==> config.mk <==
export PLATFORM = sky130hd
export DESIGN_NAME = pipeline_reg_chain
export DESIGN_NICKNAME = d
export VERILOG_FILES = /design/src/rtl/pipeline_reg_chain_pkg.sv /design/src/rtl/pipe_stage_cell.sv /design/src/rtl/pipeline_reg_chain.sv
export SDC_FILE = /design/constraint.sdc
export NUM_CORES = 1
export LEC_CHECK = 0
export CORE_MARGIN = 4
export CORE_UTILIZATION = 44
export DETAILED_ROUTE_END_ITERATION = 10
export GPL_TIMING_DRIVEN = 0
export PLACE_DENSITY = 0.91
export SKIP_LAST_GASP = 1
export SLEW_MARGIN = 40
export SYNTH_ARGS = -nofsm -noshare
export SYNTH_HDL_FRONTEND = slang
export SYNTH_SLANG_ARGS = --single-unit
==> constraint.sdc <==
create_clock -name clk -period 5.9 [get_ports clk]
set_input_delay 1.18 -clock clk [delete_from_list [all_inputs] [get_ports clk]]
set_output_delay 1.18 -clock clk [all_outputs]
set_load 0.02 [all_outputs]
==> src/rtl/pipeline_reg_chain_pkg.sv <==
// Shared elaboration helpers for the pipeline register chain: width math and
// the legal DEPTH range.
package pipeline_reg_chain_pkg;

    localparam int unsigned MinDepth = 1;
    localparam int unsigned MaxDepth = 16;

    function automatic int unsigned clog2(input int unsigned value);
        int unsigned result;
        result = 0;
        for (int unsigned p = 1; p < value; p = p << 1) begin
            result = result + 1;
        end
        return result;
    endfunction

    function automatic bit depth_legal(input int unsigned depth);
        return (depth >= MinDepth) && (depth <= MaxDepth);
    endfunction

endpackage

==> src/rtl/pipe_stage_cell.sv <==
// One pipeline stage: a valid flag plus payload register, with load and kill
// controls supplied by the chain's advance logic.
module pipe_stage_cell #(
    parameter int unsigned WIDTH = 32
) (
    input  logic             clk,
    input  logic             rst,
    input  logic             load_i,
    input  logic             kill_i,
    input  logic [WIDTH-1:0] data_i,
    output logic             valid_o,
    output logic [WIDTH-1:0] data_o
);

    logic             valid_q, valid_d;
    logic [WIDTH-1:0] data_q, data_d;

    // Load wins over kill so a flushed or departing stage can be refilled on the same edge.
    always_comb begin
        valid_d = valid_q;
        data_d  = data_q;
        if (load_i) begin
            valid_d = 1'b1;
            data_d  = data_i;
        end else if (kill_i) begin
            valid_d = 1'b0;
        end
    end

    always_ff @(posedge clk or posedge rst) begin
        if (rst) begin
            valid_q <= 1'b0;
            data_q  <= '0;
        end else begin
            valid_q <= valid_d;
            data_q  <= data_d;
        end
    end

    assign valid_o = valid_q;
    assign data_o  = data_q;

endmodule

==> src/rtl/pipeline_reg_chain.sv <==
// Elastic chain of DEPTH register stages with bubble collapse, freeze stall and
// per-stage flush; exposes every stage for hazard/forward snooping.
module pipeline_reg_chain
    import pipeline_reg_chain_pkg::*;
#(
    parameter int unsigned WIDTH = 32,
    parameter int unsigned DEPTH = 4
) (
    input  logic                      clk,
    input  logic                      rst,
    input  logic                      in_valid,
    output logic                      in_ready,
    input  logic [WIDTH-1:0]          in_data,
    output logic                      out_valid,
    input  logic                      out_ready,
    output logic [WIDTH-1:0]          out_data,
    input  logic                      freeze,
    input  logic [DEPTH-1:0]          flush,
    output logic [DEPTH-1:0]          stage_valid,
    output logic [DEPTH*WIDTH-1:0]    stage_data,
    output logic [clog2(DEPTH+1)-1:0] occupancy
);

    localparam int unsigned OccW = clog2(DEPTH + 1);

    if (!depth_legal(DEPTH)) begin : g_depth_check
        $error("pipeline_reg_chain: DEPTH must be within 1..16");
    end

    logic [DEPTH-1:0] live;
    logic [DEPTH-1:0] move;

    // A stage being flushed this cycle is treated as empty for every advance decision.
    assign live = stage_valid & ~flush;

    always_comb begin
        move = '0;
        move[DEPTH-1] = live[DEPTH-1] & out_ready & ~freeze;
        for (int i = int'(DEPTH) - 2; i >= 0; i--) begin
            move[i] = live[i] & ~freeze & (~live[i+1] | move[i+1]);
        end
    end

    assign in_ready  = ~rst & ~freeze & (~live[0] | move[0]);
    assign out_valid = live[DEPTH-1] & ~freeze;
    assign out_data  = stage_data[(DEPTH-1)*WIDTH +: WIDTH];

    for (genvar g = 0; g < DEPTH; g++) begin : g_stage
        logic             load_s;
        logic [WIDTH-1:0] src_s;

        if (g == 0) begin : g_head
            assign load_s = in_valid & in_ready;
            assign src_s  = in_data;
        end else begin : g_body
            assign load_s = move[g-1];
            assign src_s  = stage_data[(g-1)*WIDTH +: WIDTH];
        end

        pipe_stage_cell #(
            .WIDTH(WIDTH)
        ) u_cell (
            .clk    (clk),
            .rst    (rst),
            .load_i (load_s),
            .kill_i (flush[g] | move[g]),
            .data_i (src_s),
            .valid_o(stage_valid[g]),
            .data_o (stage_data[g*WIDTH +: WIDTH])
        );
    end

    always_comb begin
        occupancy = '0;
        for (int i = 0; i < int'(DEPTH); i++) begin
            occupancy = occupancy + OccW'(stage_valid[i]);
        end
    end

endmodule

# --- After elaboration in Yosys (flattened, before gate mapping) ---
# Index checks and enable logic that the tools add are counted.
classes:
  n_addsub: 3
  n_mul: 0
  div: 0
  order_cmp: 0
  eq_ne: 0
  n_shift: 0
  muxes: 8
  n_bitwise: 28
  reduce_logical: 4
ops:
  columns: ["op", "count"]
  rows:
  - ["AND 1 bit", 12]
  - ["two-way mux 1 bit", 8]
  - ["OR 1 bit", 8]
  - ["nonzero test 2 bit", 4]
  - ["inverter 1 bit", 6]
  - ["AND 4 bit", 1]
  - ["inverter 4 bit", 1]
  - ["adder 2 x 1 -> 3 bit", 1]
  - ["adder 3 x 1 -> 3 bit", 1]
  - ["adder 1 x 1 -> 2 bit", 1]
totals:
  ff_bits: 132
  latch_bits: 0
  mem_bits_rw: 0
  romBits: 0
  in_bits: 41
  output_inout_bits: 169
  word_cells: 51
  memories: 0

# --- Depth between registers and ports, before layout ---
# Gate-level depths: netlist of run 1.
depth:
  depth_word: 14
  depth_mapped: 5
  depth_no_buf: 5

# --- By module ---
# Synthesis of run 1 repeated with hierarchy kept, for this count alone.
hier_totals:
  hier_cells: 348
  area_unflattened_um2: 5985.7
by_module_without_submodules:
  columns: ["module", "instances", "cells_each", "area_each_um2", "seq_area_each_um2"]
  rows:
  - ["pipe_stage_cell", 4, 72, 1381.3, 825.8]
  - ["pipeline_reg_chain", 1, 60, 460.4, 0.0]

# --- Worst setup path after synthesis of run 1 ---
# OpenSTA, ideal clock, no wires.
synth_timing:
  path_kind: "input to output"
  startpoint: "input flush[2]"
  endpoint: "output in_ready"
  t_arrival_ns: 2.095
  setup_slack_ns: 2.625
  cell_stages: 2
  n_path_buf: 0
  cell_sequence: "and4bb_2 > a311oi_1"
synth_via:
  elab_chain_cells: 10
  word_cells_on_any_way: 11
  classes_between: "11 x bitwise"
synth_rtl:
  columns: ["item", "line_no", "source"]
  rows:
  - ["start: declaration", "pipeline_reg_chain.sv:18", "input logic [DEPTH-1:0] flush,"]
  - ["inverter 4 bit *", "pipeline_reg_chain.sv:34", "assign live = stage_valid & ~flush;"]
  - ["AND 4 bit *", "pipeline_reg_chain.sv:34", null]
  - ["AND 1 bit (2 in a row)", "pipeline_reg_chain.sv:40", "move[i] = live[i] & ~freeze & (~live[i+1] | move[i+1]);"]
  - ["OR 1 bit *", "pipeline_reg_chain.sv:40", null]
  - ["AND 1 bit *", "pipeline_reg_chain.sv:40", null]
  - ["OR 1 bit *", "pipeline_reg_chain.sv:40", null]
  - ["AND 1 bit *", "pipeline_reg_chain.sv:40", null]
  - ["OR 1 bit *", "pipeline_reg_chain.sv:44", "assign in_ready = ~rst & ~freeze & (~live[0] | move[0]);"]
  - ["AND 1 bit *", "pipeline_reg_chain.sv:44", null]
  - ["end: declaration", "pipeline_reg_chain.sv:12", "output logic in_ready,"]
# Mark *: on every way between the ends. The rest lies on a longest branch, timed or not.

# --- Worst setup path in the final report of run 1 ---
# Ends and elaborated chain as after synthesis.

==> results of run 1 <==
==> layout by cell type, fill, tap and decap left out, types with 2 or more instances in the layout <==
master	synthesis	layout
clkbuf_8	0	3
buf_6	9	9
nand2b_1	3	3
clkbuf_16	0	17
mux2_1	4	4
dfrtp_1	132	132
mux2_4	30	30
clkbuf_1	0	6
o21ai_0	2	2
inv_1	7	6
clkdlybuf4s50_1	0	209
buf_2	2	2
bufinv_16	0	2
buf_4	39	39
nor2b_1	2	2
mux2_2	94	94
ha_1	2	2
==> power breakdown <==
group          internal, uW  total (uW)  switching (uW)
Sequential             1090        1230             143
Clock                   650        1010             358
Combinational           489         913             424
==> worst max-delay path, stage by stage <==
cell             delay (ns)
clkdlybuf4s50_1        0.50
and4bb_2               0.31
a311oi_1               0.29
clkdlybuf4s50_1        0.68
==> per-stage QoR <==
| step | power, uW | utilization | setup slack, ns | hold WS [ns] |
|---|---|---|---|---|
| floorplan | 1650 | - | 1.19 | 0.590 |
| global placement | 2120 | 0.644 | -0.451 | 0.497 |
| detailed placement | 2160 | 0.647 | 1.75 | 0.505 |
| CTS | 3190 | 0.693 | 1.75 | 0.518 |
| global route | 3280 | 0.693 | 1.70 | 0.549 |
| finish | 3150 | 0.693 | 1.76 | 0.521 |
==> path summary, 6_finish.rpt <==
kind	slack [ns]	cells past startpoint	to	from
max in group asynchronous	3.95	3	g_stage[0].u_cell.data_o[14]	rst
min in group asynchronous	1.29	2	g_stage[1].u_cell.data_o[24]	rst
worst max register to register	4.03	4	g_stage[2].u_cell.data_o[2]	g_stage[2].u_cell.valid_o
worst min-delay path	0.52	1	g_stage[1].u_cell.data_o[24]	g_stage[1].u_cell.data_o[24]
worst max-delay path	1.76	4	in_ready	flush[2]
worst min register to register	0.52	1	g_stage[1].u_cell.data_o[24]	g_stage[1].u_cell.data_o[24]
==> layout make-up <==
type                    count  area share
plain buffers              50      0.0480
repair buffers            210       0.252
well taps                 168      0.0250
inverters                   7     0.00401
flip-flops and latches    132       0.392
multi-input cells         153       0.213
clock inverters             4     0.00861
clock buffers              26      0.0581
==> routing by layer <==
metal / track usage / vias to the layer above / wire [um]
met1: 0.214 / 1836 / 5230
met2: 0.359 / 135 / 7510
met3: 0.0839 / 20 / 1140
met5: 0 / - / 0
met4: 0.0730 / 0 / 274
li1: - / 1619 / -
==> cell families after synthesis <==
group,after synthesis
AND/OR/NAND/NOR,12
multiplexers,128
flip-flops,132
adder cells (fa/ha/maj),3
AO/OA/AOI/OAI,10
buffers and inverters,57
==> flip-flops by register name, summed over array words and instances, names as in the netlist <==
name	count
g_stage.u_cell.valid_o	4
g_stage.u_cell.data_o	128
==> flow_summary_export.csv, run 1 <==
group,metric,value,unit
run_status,status,"complete, no violations",
die,ioPinCount,210,
synth,synth_mux_area_frac,0.281,
synth,ys_seq_area_frac,0.598,
synth,synth_area_leaders,"dfrtp_1 (60%), mux2_2 (19%), mux2_4 (8.2%), buf_4 (5.3%), buf_6 (1.8%)",
setup_path,crit_fanout,4,
synth,ys_ff_latch,132,
sta,finalHoldViolations,0,
synth,postSynthAreaPerCell,16.2,um^2
synth,synthAdderAreaFrac,0.00815,
routing,antenna_left,0,
grt,grt_usage,0.202,
die,fp.dieH,120,um
sta,finClkSkew,0.00685,ns
routing,vias,3610,
cts,worstSkewPairLatency,0.41,ns
cts,root_buffer,"clkbuf_16",
synth,synth-async-reset-ratio,1.00,
setup_path,path_class,"in2out",
min_path,hp-class,"reg2reg",
synth,synth_edf_count,0,
setup_path,crit_arrival,2.96,ns
cts,path_clk_slew,0.05,ns
sta,fin_crit_sh,0.702,
routing,drt-total-wl,14.2,mm
synth,yosysTopAreaCellShare,0.598,
synth,synth_cell_types,28,
layout,drive_above_1_share,0.354,
synth,yosys-top-cells-count,"dfrtp_1 (132), mux2_2 (94), buf_4 (39), mux2_4 (30), buf_6 (9)",
layout,nFillCells,852,
placed_design,place_area,7860,um^2
sta,tns,0,ns
cts,h-tree-depth,4,
routing,drc,0,
synth,syn_inst,342,
cts,cts_buffer_depth,2,
flow_run,drv_cap,0,
cts,cts_made_buffers,17,
grt,grt_pass1_wl,22.4,mm
synth,yosys_warnings,0,
grt,grt_pass1_vias,4077,
routing,routed_via_density,4.81,
power_and_ir_drop,vdd_drop_max,0.267,mV
layout,diodes,0,
synth,yosys.area_share.simple,0.0170,
sta,setup_viol,0,
sta,max_slew_margin,0.606,
die,core,12200,um^2
setup_path,end_kind,"output pin",
sta,period_minus_slack,4.14,ns
cts,postCtsSetupRepairBufs,0,
synth,synth_largest_area_cell,"dfrtp_1",
grt,overflow,0,
power_and_ir_drop,power_density,374,nW/um^2
layout,syn_to_final_growth,52.5,%
die,die-area,14400,um^2
synth,ys.flop_type,"dfrtp_1",
layout,fin_nets,615,
placed_design,port_buffers,209,
placed_design,place_congestion,0.797,
synth,yosysMostFrequentCell,"dfrtp_1",
synth,synth-xor-area-share,0,
cts,clkSinkCount,132,
routing,wire_per_inst,18.9,um
setup_path,worstPathRequired,4.72,ns
cts,hold_buffers,0,
synth,synth_top_family_by_area,"multiplexers",
routing,drt_iter0_drc,149,
placed_design,place_inst,720,
synth,syn_nets,386,
layout,stdcell_count,750,
layout,regArea,3300,um^2
layout,multi_input_area,1790,um^2
die,fp-row-count,40,
power_and_ir_drop,p_leak,0.00385,uW
sta,rsz0062_at_grt,"no",
setup_path,start_kind,"primary input",
sta,worst_pin_slew,0.588,ns
grt,grt_max_degree,68,
grt,antenna_found_initial,0,
die,start_util,0.454,
routing,first_pass_iters,4,
die,fp.dieW,120,um
layout,finalInstanceArea,8420,um^2
sta,max_freq,241,MHz
synth,synth_area,5530,um^2
placed_design,dpl.hpwl,10.4,mm
synth,synth_compound_area_frac,0.0179,
sta,finalMaxSlewViolations,0,
cts,cts_resized,0,
cts,cts_tree,"built",
Power figures use the tool's default switching activity.
==> inputs of run 2 (changes only) <==
--- a/config.mk
+++ b/config.mk
@@ -6,10 +6,10 @@
 export NUM_CORES = 1
 export LEC_CHECK = 0
 export CORE_MARGIN = 4
-export CORE_UTILIZATION = 44
+export CORE_UTILIZATION = 40
 export DETAILED_ROUTE_END_ITERATION = 10
 export GPL_TIMING_DRIVEN = 0
-export PLACE_DENSITY = 0.91
+export PLACE_DENSITY = 0.88
 export SKIP_LAST_GASP = 1
 export SLEW_MARGIN = 40
 export SYNTH_ARGS = -nofsm -noshare
==> constraint.sdc (replaced) <==
create_clock -name clk -period 3.66 [get_ports clk]
set_input_delay 0.732 -clock clk [delete_from_list [all_inputs] [get_ports clk]]
set_output_delay 0.732 -clock clk [all_outputs]
set_load 0.02 [all_outputs]
==> run 2 against run 1 <==
Against the previous run: worst setup slack got worse by 1.4 ns; sequential power rose by 62%; combinational power rose by 62%; first-iteration DRC count fell by 33%; cell count rose by 1.7%; non-clock buffer count rose by 4.
==> flow_summary_export.csv, run 2 (synthesis results as in run 1) <==
group,metric,value,unit
sta,max_freq,305,MHz
layout,syn_to_final_growth,54.6,%
grt,grt_pass1_vias,4075,
routing,wire_per_inst,18.5,um
setup_path,worstPathBufferInverterCount,2,
setup_path,crit_fanout,4,
layout,largest_reg_flops,128,
cts,clkSinkCount,132,
setup_path,critPathTopFamily,"buffers and inverters",
power_and_ir_drop,p_sw_frac,0.295,
sta,tns,0,ns
cts,cts_made_buffers,17,
power_and_ir_drop,seqPwrFrac,0.384,
power_and_ir_drop,pwr-share-comb,0.285,
layout,layout_commonest_cell,"clkdlybuf4s50_1",
setup_path,path_class,"in2out",
die,fp.dieW,126,um
sta,max_slew_margin,0.582,
grt,grt_pass1_wl,22.7,mm
sta,worst_pin_slew,0.624,ns
setup_path,cp-startpoint,"flush[2]",
grt,grt_max_degree,28,
min_path,min_from,"g_stage[1].u_cell.data_o[19]",
routing,drc,0,
layout,drive_above_1_share,0.363,
placed_design,dpl.hpwl,10.5,mm
setup_path,crit_top_cell,"clkdlybuf4s50_1",
placed_design,port_buffers,209,
power_and_ir_drop,p_sw,1530,uW
grt,antenna_found_initial,0,
routing,antenna_left,0,
setup_path,r2r_start,"g_stage[2].u_cell.valid_o",
power_and_ir_drop,p_int,3650,uW
cts,hold_buffers,0,
sta,fin_crit_sh,0.896,
cts,h-tree-depth,4,
die,start_util,0.412,
routing,first_pass_iters,4,
power_and_ir_drop,vdd_drop_max,0.342,mV
min_path,hp-class,"reg2reg",
sta,finalMaxSlewViolations,0,
layout,layout_common_cells,"clkdlybuf4s50_1 (209), dfrtp_1 (132), mux2_2 (94)",
sta,finalHoldViolations,0,
sta,rsz0062_at_grt,"no",
die,die-area,15800,um^2
routing,drt_iter0_drc,100,
power_and_ir_drop,power_density,606,nW/um^2
flow_run,drv_cap,0,
cts,cts_resized,0,
setup_path,start_kind,"primary input",
cts,worstSkewPairLatency,0.41,ns
setup_path,slowest_delay,0.69,ns
setup_path,end_kind,"output pin",
cts,cts_buffer_depth,2,
layout,fin_nets,619,
run_status,status,"complete, no violations",
die,core,13400,um^2
die,fp.dieH,126,um
layout,diodes,0,
cts,postCtsSetupRepairBufs,0,
power_and_ir_drop,clkPwrFrac,0.331,
power_and_ir_drop,p_leak,0.00389,uW
setup_path,path_cells,"clkdlybuf4s50_1 > and4bb_2 > a311oi_1 > clkdlybuf4s50_1",
power_and_ir_drop,p_total,5180,uW
cts,root_buffer,"clkbuf_16",
cts,cts_tree,"built",
routing,routed_via_density,4.76,
cts,path_clk_slew,0.06,ns
setup_path,worstPathRequired,2.93,ns
sta,finClkSkew,0.00707,ns
placed_design,place_congestion,0.757,
grt,overflow,0,
routing,drt-total-wl,14.1,mm
setup_path,crit_slowest_cell,"clkdlybuf4s50_1",
setup_path,crit_arrival,2.55,ns
sta,period_minus_slack,3.28,ns
sta,setup_viol,0,
die,fp-row-count,42,
grt,grt_usage,0.185,
die,ioPinCount,210,
routing,vias,3629,
[run 2: path summary, 6_finish.rpt]
kind / end / slack (ns) / cells after the start
max in group asynchronous: g_stage[1].u_cell.data_o[11] / 2.09 / 5
worst max-delay path: in_ready / 0.38 / 4
worst max register to register: g_stage[2].u_cell.data_o[18] / 1.75 / 4
min in group asynchronous: g_stage[1].u_cell.data_o[30] / 0.73 / 2
worst min register to register: g_stage[1].u_cell.data_o[19] / 0.52 / 1
worst min-delay path: g_stage[1].u_cell.data_o[19] / 0.52 / 1
[run 2: power by group through the flow]
stage,clock network (uW),registers [uW],logic [uW]
after CTS,1750,1990,1500
after global routing,1820,2040,1540
after global placement,0,1980,1440
final,1720,1990,1480
after detailed placement,0,2010,1490
after floorplan,0,2320,352
[run 2: routing by layer]
metal	global-route usage	routed length, um
met1	0.210	5430
met2	0.316	7380
met3	0.0610	846
met4	0.0861	420
met5	0	0
[run 2: metrics by stage]
stage	util	hold slack (ns)	std cells	worst slack [ns]	area [um^2]
3_3_place_gp	0.585	0.499	727	0.195	7840
2_1_floorplan	-	0.590	342	1.28	5530
4_1_cts	0.638	0.523	763	0.371	8540
5_1_grt	0.638	0.543	763	0.292	8540
6_report	0.638	0.525	763	0.382	8540
3_5_place_dp	0.593	0.507	732	0.389	7950
[run 2: final cells by class]
class / instances / area (um^2)
buffer: 50 / 404
fill: 948 / 4860
sequential: 132 / 3300
clock buffer: 23 / 468
inverter: 7 / 30.0
multi-input combinational: 153 / 1790
tap: 176 / 220
timing repair buffer: 214 / 2200
clock inverter: 8 / 126
[run 2: worst reg2reg max path: stages, from the launching register on]
cell and delay, ns:
dfrtp_1 0.40, nand2b_1 0.15, o31ai_2 0.55, buf_4 0.32
mux2_2 0.36
==> inputs of run 3 (changes only) <==
--- a/config.mk
+++ b/config.mk
@@ -8,6 +8,7 @@
 export CORE_MARGIN = 4
 export CORE_UTILIZATION = 40
 export DETAILED_ROUTE_END_ITERATION = 10
+export GPL_ROUTABILITY_DRIVEN = 0
 export GPL_TIMING_DRIVEN = 0
 export PLACE_DENSITY = 0.88
 export SKIP_LAST_GASP = 1
==> results of run 3 <==
Final layout, timing and power as in run 2 (identical DEF).
